--- src/rtl/updown_pkg.sv ---
// Shared encodings for updown_monitor and its step classifier.
package updown_pkg;

   typedef enum logic [1:0] {S_INIT, S_SYNC, S_UP, S_DOWN} state_e;
   typedef enum logic [1:0] {CLS_UP, CLS_DOWN, CLS_HOLD, CLS_ERR} step_cls_e;

   localparam logic DIR_UP   = 1'b1;
   localparam logic DIR_DOWN = 1'b0;

endpackage

--- src/rtl/updown_step_classifier.sv ---
// Combinational step decoder: classifies count_in - prev (mod 2^WIDTH) and
// flags max->0 / 0->max wraps.
module updown_step_classifier
   import updown_pkg::*;
#(
   parameter int WIDTH = 4
) (
   input  logic [WIDTH-1:0] i_prev,
   input  logic [WIDTH-1:0] i_count,
   output step_cls_e        o_cls,
   output logic             o_wrap
);

   logic [WIDTH-1:0] w_delta;

   assign w_delta = i_count - i_prev;

   // NOTE: every always_comb output gets a default first so no latch is inferred.
   always_comb begin
      o_cls = CLS_ERR;
      if (w_delta == WIDTH'(1))
         o_cls = CLS_UP;
      else if (w_delta == '1)
         o_cls = CLS_DOWN;
      else if (w_delta == '0)
         o_cls = CLS_HOLD;
   end

   assign o_wrap = ((o_cls == CLS_UP)   && (i_prev == '1) && (i_count == '0)) ||
                   ((o_cls == CLS_DOWN) && (i_prev == '0) && (i_count == '1));

endmodule

--- src/rtl/updown_monitor.sv ---
// Passive up/down counter observer: direction decode, step/wrap/turn pulses,
// run-length and error statistics. UPDOWN_MON_STRICT_EN makes HOLD illegal while tracking.
module updown_monitor
   import updown_pkg::*;
#(
   parameter int WIDTH = 4,
   parameter int RUN_W = 8,
   parameter int ERR_W = 8
) (
   input  logic             clock,
   input  logic             reset,
   input  logic [WIDTH-1:0] count_in,
   input  logic             valid_in,
   output logic             dir_out,
   output logic             dir_valid,
   output logic             step_err,
   output logic             wrap_pulse,
   output logic             turn_pulse,
   output logic [RUN_W-1:0] run_len,
   output logic [ERR_W-1:0] err_count
);

   state_e           r_state, w_state_nxt;
   logic [WIDTH-1:0] r_prev, w_prev_nxt;
   logic             r_dir, w_dir_nxt;
   logic             r_dir_valid, w_dir_valid_nxt;
   logic             r_step_err, w_step_err_nxt;
   logic             r_wrap, w_wrap_nxt;
   logic             r_turn, w_turn_nxt;
   logic [RUN_W-1:0] r_run_len, w_run_nxt, w_run_inc;
   logic [ERR_W-1:0] r_err_count, w_err_nxt, w_err_inc;
   step_cls_e        w_cls;
   logic             w_wrap;
   logic             w_hold_err;

   updown_step_classifier #(.WIDTH(WIDTH)) u_classifier (
      .i_prev  (r_prev),
      .i_count (count_in),
      .o_cls   (w_cls),
      .o_wrap  (w_wrap)
   );

`ifdef UPDOWN_MON_STRICT_EN
   assign w_hold_err = 1'b1;
`else
   assign w_hold_err = 1'b0;
`endif

   assign w_run_inc = (r_run_len == '1)   ? r_run_len   : r_run_len + RUN_W'(1);
   assign w_err_inc = (r_err_count == '1) ? r_err_count : r_err_count + ERR_W'(1);

   always_comb begin
      w_state_nxt     = r_state;
      w_prev_nxt      = r_prev;
      w_dir_nxt       = r_dir;
      w_dir_valid_nxt = r_dir_valid;
      w_run_nxt       = r_run_len;
      w_err_nxt       = r_err_count;
      w_step_err_nxt  = 1'b0;
      w_wrap_nxt      = 1'b0;
      w_turn_nxt      = 1'b0;
      if (valid_in) begin
         // prev follows every sample, ERR included, so tracking resynchronises.
         w_prev_nxt = count_in;
         unique case (r_state)
            S_INIT: w_state_nxt = S_SYNC;
            S_SYNC: begin
               w_wrap_nxt = w_wrap;
               unique case (w_cls)
                  CLS_UP, CLS_DOWN: begin
                     w_state_nxt     = (w_cls == CLS_UP) ? S_UP : S_DOWN;
                     w_dir_nxt       = (w_cls == CLS_UP) ? DIR_UP : DIR_DOWN;
                     w_dir_valid_nxt = 1'b1;
                     w_run_nxt       = RUN_W'(1);
                  end
                  CLS_ERR: begin
                     w_step_err_nxt = 1'b1;
                     w_err_nxt      = w_err_inc;
                  end
                  CLS_HOLD: ;
               endcase
            end
            S_UP, S_DOWN: begin
               w_wrap_nxt = w_wrap;
               if ((w_cls == CLS_ERR) || ((w_cls == CLS_HOLD) && w_hold_err)) begin
                  w_step_err_nxt  = 1'b1;
                  w_err_nxt       = w_err_inc;
                  w_state_nxt     = S_SYNC;
                  w_dir_valid_nxt = 1'b0;
                  w_run_nxt       = '0;
               end else if (w_cls != CLS_HOLD) begin
                  if ((w_cls == CLS_UP) == (r_state == S_UP)) begin
                     w_run_nxt = w_run_inc;
                  end else begin
                     w_turn_nxt  = 1'b1;
                     w_state_nxt = (w_cls == CLS_UP) ? S_UP : S_DOWN;
                     w_dir_nxt   = (w_cls == CLS_UP) ? DIR_UP : DIR_DOWN;
                     w_run_nxt   = RUN_W'(1);
                  end
               end
            end
         endcase
      end
   end

   // NOTE: state registers use non-blocking assignments so all update together at the edge.
   always_ff @(posedge clock or posedge reset) begin
      if (reset) begin
         r_state     <= S_INIT;
         r_prev      <= '0;
         r_dir       <= 1'b0;
         r_dir_valid <= 1'b0;
         r_step_err  <= 1'b0;
         r_wrap      <= 1'b0;
         r_turn      <= 1'b0;
         r_run_len   <= '0;
         r_err_count <= '0;
      end else begin
         r_state     <= w_state_nxt;
         r_prev      <= w_prev_nxt;
         r_dir       <= w_dir_nxt;
         r_dir_valid <= w_dir_valid_nxt;
         r_step_err  <= w_step_err_nxt;
         r_wrap      <= w_wrap_nxt;
         r_turn      <= w_turn_nxt;
         r_run_len   <= w_run_nxt;
         r_err_count <= w_err_nxt;
      end
   end

   assign dir_out    = r_dir;
   assign dir_valid  = r_dir_valid;
   assign step_err   = r_step_err;
   assign wrap_pulse = r_wrap;
   assign turn_pulse = r_turn;
   assign run_len    = r_run_len;
   assign err_count  = r_err_count;

endmodule

--- config.mk ---
export PLATFORM = sky130hd
export DESIGN_NAME = updown_monitor
export DESIGN_NICKNAME = d
export VERILOG_FILES = /design/src/rtl/updown_pkg.sv /design/src/rtl/updown_step_classifier.sv /design/src/rtl/updown_monitor.sv
export SDC_FILE = /design/constraint.sdc
export NUM_CORES = 1
export LEC_CHECK = 0
export BUFFER_PORTS_ARGS = -buffer_cell sky130_fd_sc_hd__buf_2
export CAP_MARGIN = 20
export CORE_MARGIN = 2
export CORE_UTILIZATION = 60
export CTS_CLUSTER_SIZE = 28
export DETAILED_ROUTE_END_ITERATION = 10
export PLACE_DENSITY = 0.82
export SYNTH_ARGS = -nofsm -noshare
export SYNTH_HDL_FRONTEND = slang
export SYNTH_HIERARCHICAL = 1
export SYNTH_SLANG_ARGS = --single-unit
--- constraint.sdc ---
create_clock -name clock -period 5.8 [get_ports clock]
set_input_delay 1.16 -clock clock [delete_from_list [all_inputs] [get_ports clock]]
set_output_delay 1.16 -clock clock [all_outputs]
set_load 0.02 [all_outputs]
# Word-level counts from Yosys, hierarchy flattened

Index checks and enable logic that the tools add are counted.

Register bits after elaboration: 27
Bits of input ports: 7
Word-level logic and storage cells: 87

Add/sub/neg operators: 3
Equal/unequal tests: 21
Mux-type cells: 34
Bitwise gates (word level): 1
Reductions and logical operators: 19

Operator list:

| cell                  | number |
|---|---|
| $mux W8               | 5 |
| $mux W1               | 19 |
| $add A8 B1 Y8 const B | 2 |
| $eq A8 B8 Y1 const B  | 2 |
| $pmux W8 S2           | 1 |
| $eq A4 B4 Y1 const B  | 3 |
| $logic_not A4 Y1      | 3 |
| $mux W2               | 6 |
| $reduce_and A4 Y1     | 3 |
| $ne A2 B2 Y1 const B  | 5 |
| $eq A2 B2 Y1 const B  | 3 |
| $ne A3 B3 Y1 const B  | 2 |
| $pmux W2 S3           | 1 |
| $reduce_and A6 Y1     | 1 |
| $reduce_and A5 Y1     | 1 |
| $eq A2 B1 Y1 const B  | 2 |
| $eq A4 B1 Y1 const B  | 1 |
| $logic_and A1 B1 Y1   | 4 |
| $logic_not A2 Y1      | 2 |
| $ne A4 B4 Y1 const B  | 1 |
| $pmux W1 S2           | 2 |
| $reduce_or A2 Y1      | 2 |
| $sub A4 B4 Y4         | 1 |
| $reduce_or A3 Y1      | 1 |
| 5 further kinds       | 5 |

# Logic depth before layout (Yosys ltp)

Gate-level depths: netlist (run 1).

Depth after elaboration: 12
Gate-level depth with buffers: 13
Gate-level depth less buffers: 11

# Hierarchy

Netlist (run 1), hierarchy kept.

By module, submodules not included:

| module                 | instances | cells an instance | area each (um^2) | sequential area each (um^2) |
|---|---|---|---|---|
| updown_monitor         | 1         | 135               | 1471.4           | 675.6 |
| updown_step_classifier | 1         | 27                | 198.9            | 0.0 |

# Worst setup path before layout (run 1)

Ideal clock, no wire load.

Kind: input to register
Start point: input port count_in[0]
End point: register r_run_len[7], in the netlist run_len[7]
Arrival time: 3.139 ns
Required time: 5.680 ns
Setup slack: 2.541 ns
Stages: 13
Path through: inv_1 -> ha_1 -> inv_1 -> fa_1 -> xor2_1 -> and3b_1 -> mux2i_1 -> buf_2 -> nor2b_4 -> a32o_2 -> buf_6 -> a31o_1 -> and3_1

Elaborated cells between the ends (all ways): 21
Classes of those cells: 1 x add/sub; 9 x eq/ne; 7 x mux; 4 x reduce/logical

RTL lines:

| what                 | RTL line                                   | source |
|---|---|---|
| from (decl)          | updown_monitor.sv:12                       | `input logic [WIDTH-1:0] count_in,` |
| $sub A4 B4 Y4 *      | updown_step_classifier.sv:16               | `assign w_delta = i_count - i_prev;` |
| $eq A4 B4 Y1         | updown_step_classifier.sv:23               | `else if (w_delta == '1)` |
| $mux W2              | updown_step_classifier.sv:23               |  |
| $mux W2 *            | updown_step_classifier.sv:21               | `if (w_delta == WIDTH'(1))` |
| named net w_cls[1]   | updown_monitor.sv:32                       | `step_cls_e w_cls;` |
| $logic_not A2 Y1     | updown_monitor.sv:69, updown_monitor.sv:92 |  |
| $eq A1 B1 Y1         | updown_monitor.sv:92                       | `if ((w_cls == CLS_UP) == (r_state == S_UP)) begin` |
| $mux W8              | updown_monitor.sv:92                       |  |
| $mux W8              | updown_monitor.sv:91                       | `end else if (w_cls != CLS_HOLD) begin` |
| $mux W8              | updown_monitor.sv:85                       | `if ((w_cls == CLS_ERR) \|\| ((w_cls == CLS_HOLD) && w_hold_err)) begin` |
| $pmux W8 S2          | updown_monitor.sv:65                       | `unique case (r_state)` |
| to (signal assigned) | updown_monitor.sv:126                      | `r_run_len <= w_run_nxt;` |
| to (decl)            | updown_monitor.sv:30                       | `logic [RUN_W-1:0] r_run_len, w_run_nxt, w_run_inc;` |

The timed path passes the listed nets; every way through them passes the cells marked *. The select of a mux whose other input is x is not followed.
A chain may end at the register's enable or synchronous reset.

# Worst setup path after layout (run 1)

Start point: input port count_in[2]
End point: register r_run_len[0], in the netlist run_len[0]

The elaborated chain is that of the path after synthesis.

==> metrics.md, run 1 <==
| Metric | Value |
|---|---|
| Top FF cell, synth | `dfrtp_1` |
| Syn Nets | `175` |
| Startpoint types | `input pin` |
| Clk network pwr share | `13.9%` |
| Final hold vios | `0` |
| Wire length per cell | `14.5 um` |
| H-tree depth | `1` |
| Post-CTS sizing | `0` |
| Total Power | `0.632 mW` |
| All-Layer GR Usage | `21.6%` |
| Family with the most delay on the worst path | `compound AO/OA/AOI/OAI gates` |
| Cell Chain, Critical Path | `buf_2 -> ha_1 -> a21o_1 -> a31oi_1 -> xnor2_1 -> mux2i_1 -> and4b_1 -> a31oi_4 -> o21a_1 -> o32a_1` |
| Hold Path Class | `register to register` |
| Initial DRC count | `41` |
| Post-CTS Hold Fix Bufs | `0` |
| Slowest cell on the critical path | `mux2i_1` |
| Yosys cell types | `52` |
| Mean post-synth cell area | `10.3 um^2` |
| Maximum vdd drop | `257 uV` |
| Initial antenna violation count | `0` |
| CTS tree | `done` |
| Slew Limit Fails | `0` |
| Leakage | `0.883 nW` |
| Mapped Cells | `162` |
| Post-synth top area cell | `dfrtp_1` |
| PnR worst setup slack | `2.21 ns` |
| Area grow syn2layout | `10.2%` |
| Via count | `1,288` |
| Layout cells sized above 1 | `26.6%` |
| Status | `completed` |
| Worst clock skew | `0.00935 ns` |
| Largest net degree at the start of global routing | `28` |
| PortBufs | `27` |
| Initial core utilization | `61.6%` |
| Register bit count reported by yosys | `27` |
| Slew @ Worst Pin | `0.894 ns` |
| YS warnings | `6` |
| Die width | `56.8 um` |
| Critical Path Max Stage Delay | `0.80 ns` |
| First-pass DRT Iterations | `4` |
| Worst path bufs/invs | `1` |
| Root buf cell | `clkbuf_4` |
| Setup-failing EPs final | `0` |
| Comb pwr share | `40.9%` |
| Fin crit share | `61.8%` |
| RSZ-0062 raised after global routing | `false` |
| CTS clk-pin slew, worst paths | `0.16 ns` |
| Crit path DAT | `3.82 ns` |
| P_int | `0.364 mW` |
| Synth async-reset ratio | `100%` |
| Register share of total power | `45.2%` |
| Fmax | `279 MHz` |
| Worst skew pair latency | `0.33 ns` |
| Yosys top cell area share | `40.4%` |
| Crit path time final | `3.59 ns` |
| Remaining Overflow, GRT | `0` |
| Die Area | `3220 um^2` |
| Most frequent cell after synthesis | `dfrtp_1` |
| DIE HEIGHT | `56.8 um` |
| DR DRC count | `0` |
| Setup Total Neg Slack | `0 ns` |
| First-pass GRT wire length | `5.50 mm` |
| CP Capture Type | `register` |
| Critical-path maximum fanout | `10` |
| WP data required | `6.03 ns` |
| Clock Sink Count | `27` |
| Psw | `0.267 mW` |
| Slew Limit Headroom | `38.7%` |
| Post-synth top cells | `dfrtp_1 (27), nand2_1 (15), nand3_1 (12)` |
| MaxCap Viol Count | `0` |
| Post-synth EDFFs | `0` |
| Nets | `202` |
| Num rows | `19` |
| PwrDens | `343 nW/um^2` |
| Post-CTS setup buffer count | `0` |
| RePlAce Congestion | `0.839` |
| Pre-CTS WS | `1.89 ns` |
| # fillers | `213` |
| Seq/Total Area, Yosys | `40.4%` |
| Drt total wl | `3.17 mm` |
| Dpl hpwl | `2.30 mm` |
| Synth top area cells | `dfrtp_1 (40%), ha_1 (3.7%), xor2_1 (3.7%)` |
| Routed Antenna Nets | `0` |
| Mapped Area | `1670 um^2` |
| Sw Ratio | `42.3%` |
| Boundary pin count | `28` |
| Core box area | `2710 um^2` |
| Longest Clk Path Bufs | `2` |
| CTS Buf Count | `3` |
| Vias in the first global route | `1,262` |
| Via density | `5.88` |
| Antenna diodes | `0` |
| WS Path Type | `input pin to register` |
layout by cell type (no fill, tap or decap), types with 3 or more instances in the layout:
cell,instances
inv_1,11
mux2_2,4
clkbuf_4,3
nand2_1,15
xor2_1,7
a32o_1,3
and3_1,5
xnor2_1,5
a21oi_1,4
ha_1,5
buf_2,27
nor2_1,8
nand3_1,12
nor3_1,5
dfrtp_1,27
per-layer routing:
layer  up-vias  wire length, um  track usage [%]
met2        31             1540             34.7
li1        632                -                -
met3         5              126             3.92
met4         0               38             8.97
met5         -                0                0
met1       620             1470             28.8
power by group through the flow:
| stage | Combinational, mW | Clock (mW) | Sequential, mW |
|---|---|---|---|
| after floorplan | 0.164 | 0 | 0.319 |
| after global placement | 0.249 | 0 | 0.285 |
| after detailed placement | 0.258 | 0 | 0.289 |
| after CTS | 0.259 | 0.0904 | 0.285 |
| after global routing | 0.282 | 0.0982 | 0.295 |
| final | 0.258 | 0.0878 | 0.286 |
cells by family after synthesis:
family	Yosys count	share of synthesized area, %
AND/OR/NAND/NOR	62	20.7
AO/OA/AOI/OAI	30	16.6
flip-flops	27	40.4
buffers and inverters	17	5.47
XOR/XNOR	13	7.27
multiplexers	7	4.57
adder cells (fa/ha/maj)	6	4.94
layout make-up:
cell class	instances	area, um^2	share of cell area [%]
clock buffer	3	22.5	1.22
clock inverter	1	8.76	0.476
inverter	11	41.3	2.24
multi-input combinational	118	903	49.1
sequential	27	676	36.7
tap	31	38.8	2.11
timing repair buffer	28	150	8.16
metrics by stage:
step                hold WS [ns]  instance area [um^2]  util (%)  cells
floorplan                  0.504                  1670         -    162
global placement           0.480                  1790      66.2    214
detailed placement         0.492                  1790      66.2    214
CTS                        0.515                  1830      67.4    218
global route               0.525                  1840      67.9    219
finish                     0.518                  1840      67.9    219
flip-flops by register name, indices dropped and copies added (netlist names):
signal,cells
turn_pulse,1
r_prev,4
dir_out,1
run_len,8
r_state,2
step_err,1
err_count,8
wrap_pulse,1
dir_valid,1
path summary, 6_finish.rpt:
kind                                               start                       end  slack [ns]  cells after the start
max in group asynchronous                          reset    run_len[0]$_DFFE_PP0P_        4.44                      3
worst min register to register  err_count[5]$_DFFE_PP0P_  err_count[5]$_DFFE_PP0P_        0.52                      1
worst max register to register     r_prev[2]$_DFFE_PP0P_    run_len[0]$_DFFE_PP0P_        2.66                     10
min in group asynchronous                          reset  err_count[4]$_DFFE_PP0P_        0.86                      2
worst min-delay path            err_count[5]$_DFFE_PP0P_  err_count[5]$_DFFE_PP0P_        0.52                      1
worst max-delay path                         count_in[2]    run_len[0]$_DFFE_PP0P_        2.21                     10
Power figures use the tool's default switching activity.
==> run 2: changes to the inputs <==
- CORE_UTILIZATION: 60 -> 50
- PLACE_DENSITY: 0.82 -> 0.73
- clock period: 5.8 -> 3 ns (I/O delays scaled with it)
==> metrics.md, run 2 (synthesized netlist as in run 1, its figures left out) <==
| Metric | Value |
|---|---|
| Status | `completed` |
| Dpl hpwl | `2.50 mm (+9.0%)` |
| RePlAce Congestion | `0.884 (+5.4%)` |
| PortBufs | `27 (unchanged)` |
| Area grow syn2layout | `13.0%` |
| Boundary pin count | `28 (unchanged)` |
| Largest net degree at the start of global routing | `28 (unchanged)` |
| First-pass DRT Iterations | `4 (unchanged)` |
| RSZ-0062 raised after global routing | `false` |
| Hold Path Class | `input pin to asynchronous set/reset pin` |
| Post-CTS setup buffer count | `0 (unchanged)` |
| Fmax | `370 MHz` |
| PwrDens | `646 nW/um^2 (+88%)` |
| WP data required | `3.22 ns (-2.81 ns)` |
| Nets | `205 (+1.5%)` |
| WS Path Type | `register to register` |
| Maximum vdd drop | `456 uV (+77%)` |
| Leakage | `0.902 nW (+2.1%)` |
| Initial antenna violation count | `0 (unchanged)` |
| Worst skew pair latency | `0.32 ns (about the same)` |
| Register share of total power | `45.4% (+0.2 points)` |
| Final Util | `60.4% (-7.6 points)` |
| Routed Antenna Nets | `0 (unchanged)` |
| Via count | `1,316 (+2.2%)` |
| # fillers | `277 (+30%)` |
| CTS clk-pin slew, worst paths | `0.14 ns (-0.02 ns)` |
| Final hold vios | `0 (unchanged)` |
| First-pass GRT wire length | `5.64 mm (+2.5%)` |
| Layout cells sized above 1 | `27.7% (+1.2 points)` |
| Comb pwr share | `42.1% (+1.2 points)` |
| CTS Buf Count | `3 (unchanged)` |
| Die width | `61.8 um (+8.9%)` |
| Remaining Overflow, GRT | `0 (unchanged)` |
| Post-CTS sizing | `0 (unchanged)` |
| Longest Clk Path Bufs | `2 (unchanged)` |
| All-Layer GR Usage | `19.8% (-1.8 points)` |
| Multi-input gate area | `903 um^2 (unchanged)` |
| Slew @ Worst Pin | `0.456 ns (-0.439 ns)` |
| Post-CTS Hold Fix Bufs | `0 (unchanged)` |
| Sw Ratio | `41.8% (-0.52 points)` |
| Drt total wl | `3.34 mm (+5.4%)` |
| Worst clock skew | `0.00321 ns (-0.00614 ns)` |
| H-tree depth | `1 (unchanged)` |
| Slew Limit Headroom | `69.6% (+31 points)` |
| Via density | `5.60 (-4.8%)` |
| Root buf cell | `clkbuf_4` |
| Slew Limit Fails | `0 (unchanged)` |
| DR DRC count | `0 (unchanged)` |
| Setup-failing EPs final | `0 (unchanged)` |
| Wire length per cell | `14.2 um (-1.8%)` |
| CP Capture Type | `register` |
| Vias in the first global route | `1,271 (+0.71%)` |
| Seq. cell area | `676 um^2 (unchanged)` |
| Clk network pwr share | `12.6% (-1.3 points)` |
| Fin crit share | `90.1%` |
| Setup Total Neg Slack | `0 ns (unchanged)` |
| Commonest non-fill, non-tap cells in the layout | `dfrtp_1 (27), buf_2 (27), nand2_1 (15)` |
| CTS tree | `done` |
| Initial core utilization | `53.4% (-8.2 points)` |
| Psw | `0.510 mW (+91%)` |
| Core box area | `3130 um^2 (+15%)` |
| Crit path DAT | `2.92 ns (-0.90 ns)` |
| Antenna diodes | `0 (unchanged)` |
| DIE HEIGHT | `61.8 um (+8.9%)` |
| Die Area | `3820 um^2 (+19%)` |
| Num rows | `20 (+1)` |
| MaxCap Viol Count | `0 (unchanged)` |
| Clock Sink Count | `27 (unchanged)` |
| Crit path time final | `2.70 ns` |
| Initial DRC count | `45 (+9.8%)` |
| P_int | `0.710 mW (+95%)` |
| Critical-path maximum fanout | `9 (-1)` |
| Startpoint types | `register` |
## run 2: changes by cell type in the layout (fill, tap and decap cells not counted), sizes merged
cell / delta
buf: +3
clkinv: +1
inv: -1
## run 2: through the flow
step	setup WS (ns)	power, mW	instances	area [um^2]	hold slack [ns]
CTS	0.301	1.23	234	1860	0.503
global route	0.0718	1.31	235	1890	0.193
finish	0.296	1.22	235	1890	0.200
detailed placement	0.0404	1.07	230	1830	0.480
global placement	0.118	1.05	230	1830	0.482
floorplan	0.301	0.934	162	1670	0.504
## run 2: power groups by stage
stage / Combinational [mW] / Sequential (mW) / Clock, mW
6_report: 0.513 / 0.554 / 0.154
2_1_floorplan: 0.317 / 0.616 / 0
3_3_place_gp: 0.497 / 0.551 / 0
4_1_cts: 0.515 / 0.553 / 0.160
5_1_grt: 0.566 / 0.569 / 0.176
3_5_place_dp: 0.510 / 0.560 / 0
## run 2: final cells by class
| cell class | instances | share of cell area [%] |
|---|---|---|
| clock buffers | 3 | 1.19 |
| clock inverters | 1 | 0.265 |
| inverters | 11 | 2.19 |
| multi-input cells | 118 | 47.8 |
| flip-flops and latches | 27 | 35.8 |
| well taps | 44 | 2.92 |
| repair buffers | 31 | 9.81 |
## run 2: final timing paths
check | start | to | slack, ns | cells past startpoint
max in group asynchronous | reset | run_len[2]$_DFFE_PP0P_ | 2.39 | 3
min in group clock | err_count[5]$_DFFE_PP0P_ | err_count[5]$_DFFE_PP0P_ | 0.51 | 1
min reg2reg | err_count[5]$_DFFE_PP0P_ | err_count[5]$_DFFE_PP0P_ | 0.51 | 1
min | reset | err_count[2]$_DFFE_PP0P_ | 0.20 | 2
max reg2reg | r_prev[2]$_DFFE_PP0P_ | run_len[0]$_DFFE_PP0P_ | 0.30 | 10
max | r_prev[2]$_DFFE_PP0P_ | run_len[0]$_DFFE_PP0P_ | 0.30 | 10
## run 2: worst max-delay path, stage by stage, from the launching register on
cell,delay [ns]
dfrtp_1,0.39
inv_1,0.07
ha_1,0.33
a21o_1,0.17
a31oi_1,0.23
xnor2_1,0.24
nand2_1,0.33
xnor2_2,0.31
a31oi_4,0.14
o21a_1,0.22
o32a_1,0.18
## run 2: layer usage
| layer | vias to the layer above | routed length (um) | global-route usage (%) |
|---|---|---|---|
| met4 | 0 | 58 | 5.17 |
| met2 | 43 | 1550 | 33.5 |
| met3 | 7 | 172 | 4.35 |
| li1 | 644 | - | - |
| met1 | 622 | 1570 | 25.9 |
| met5 | - | 0 | 0 |
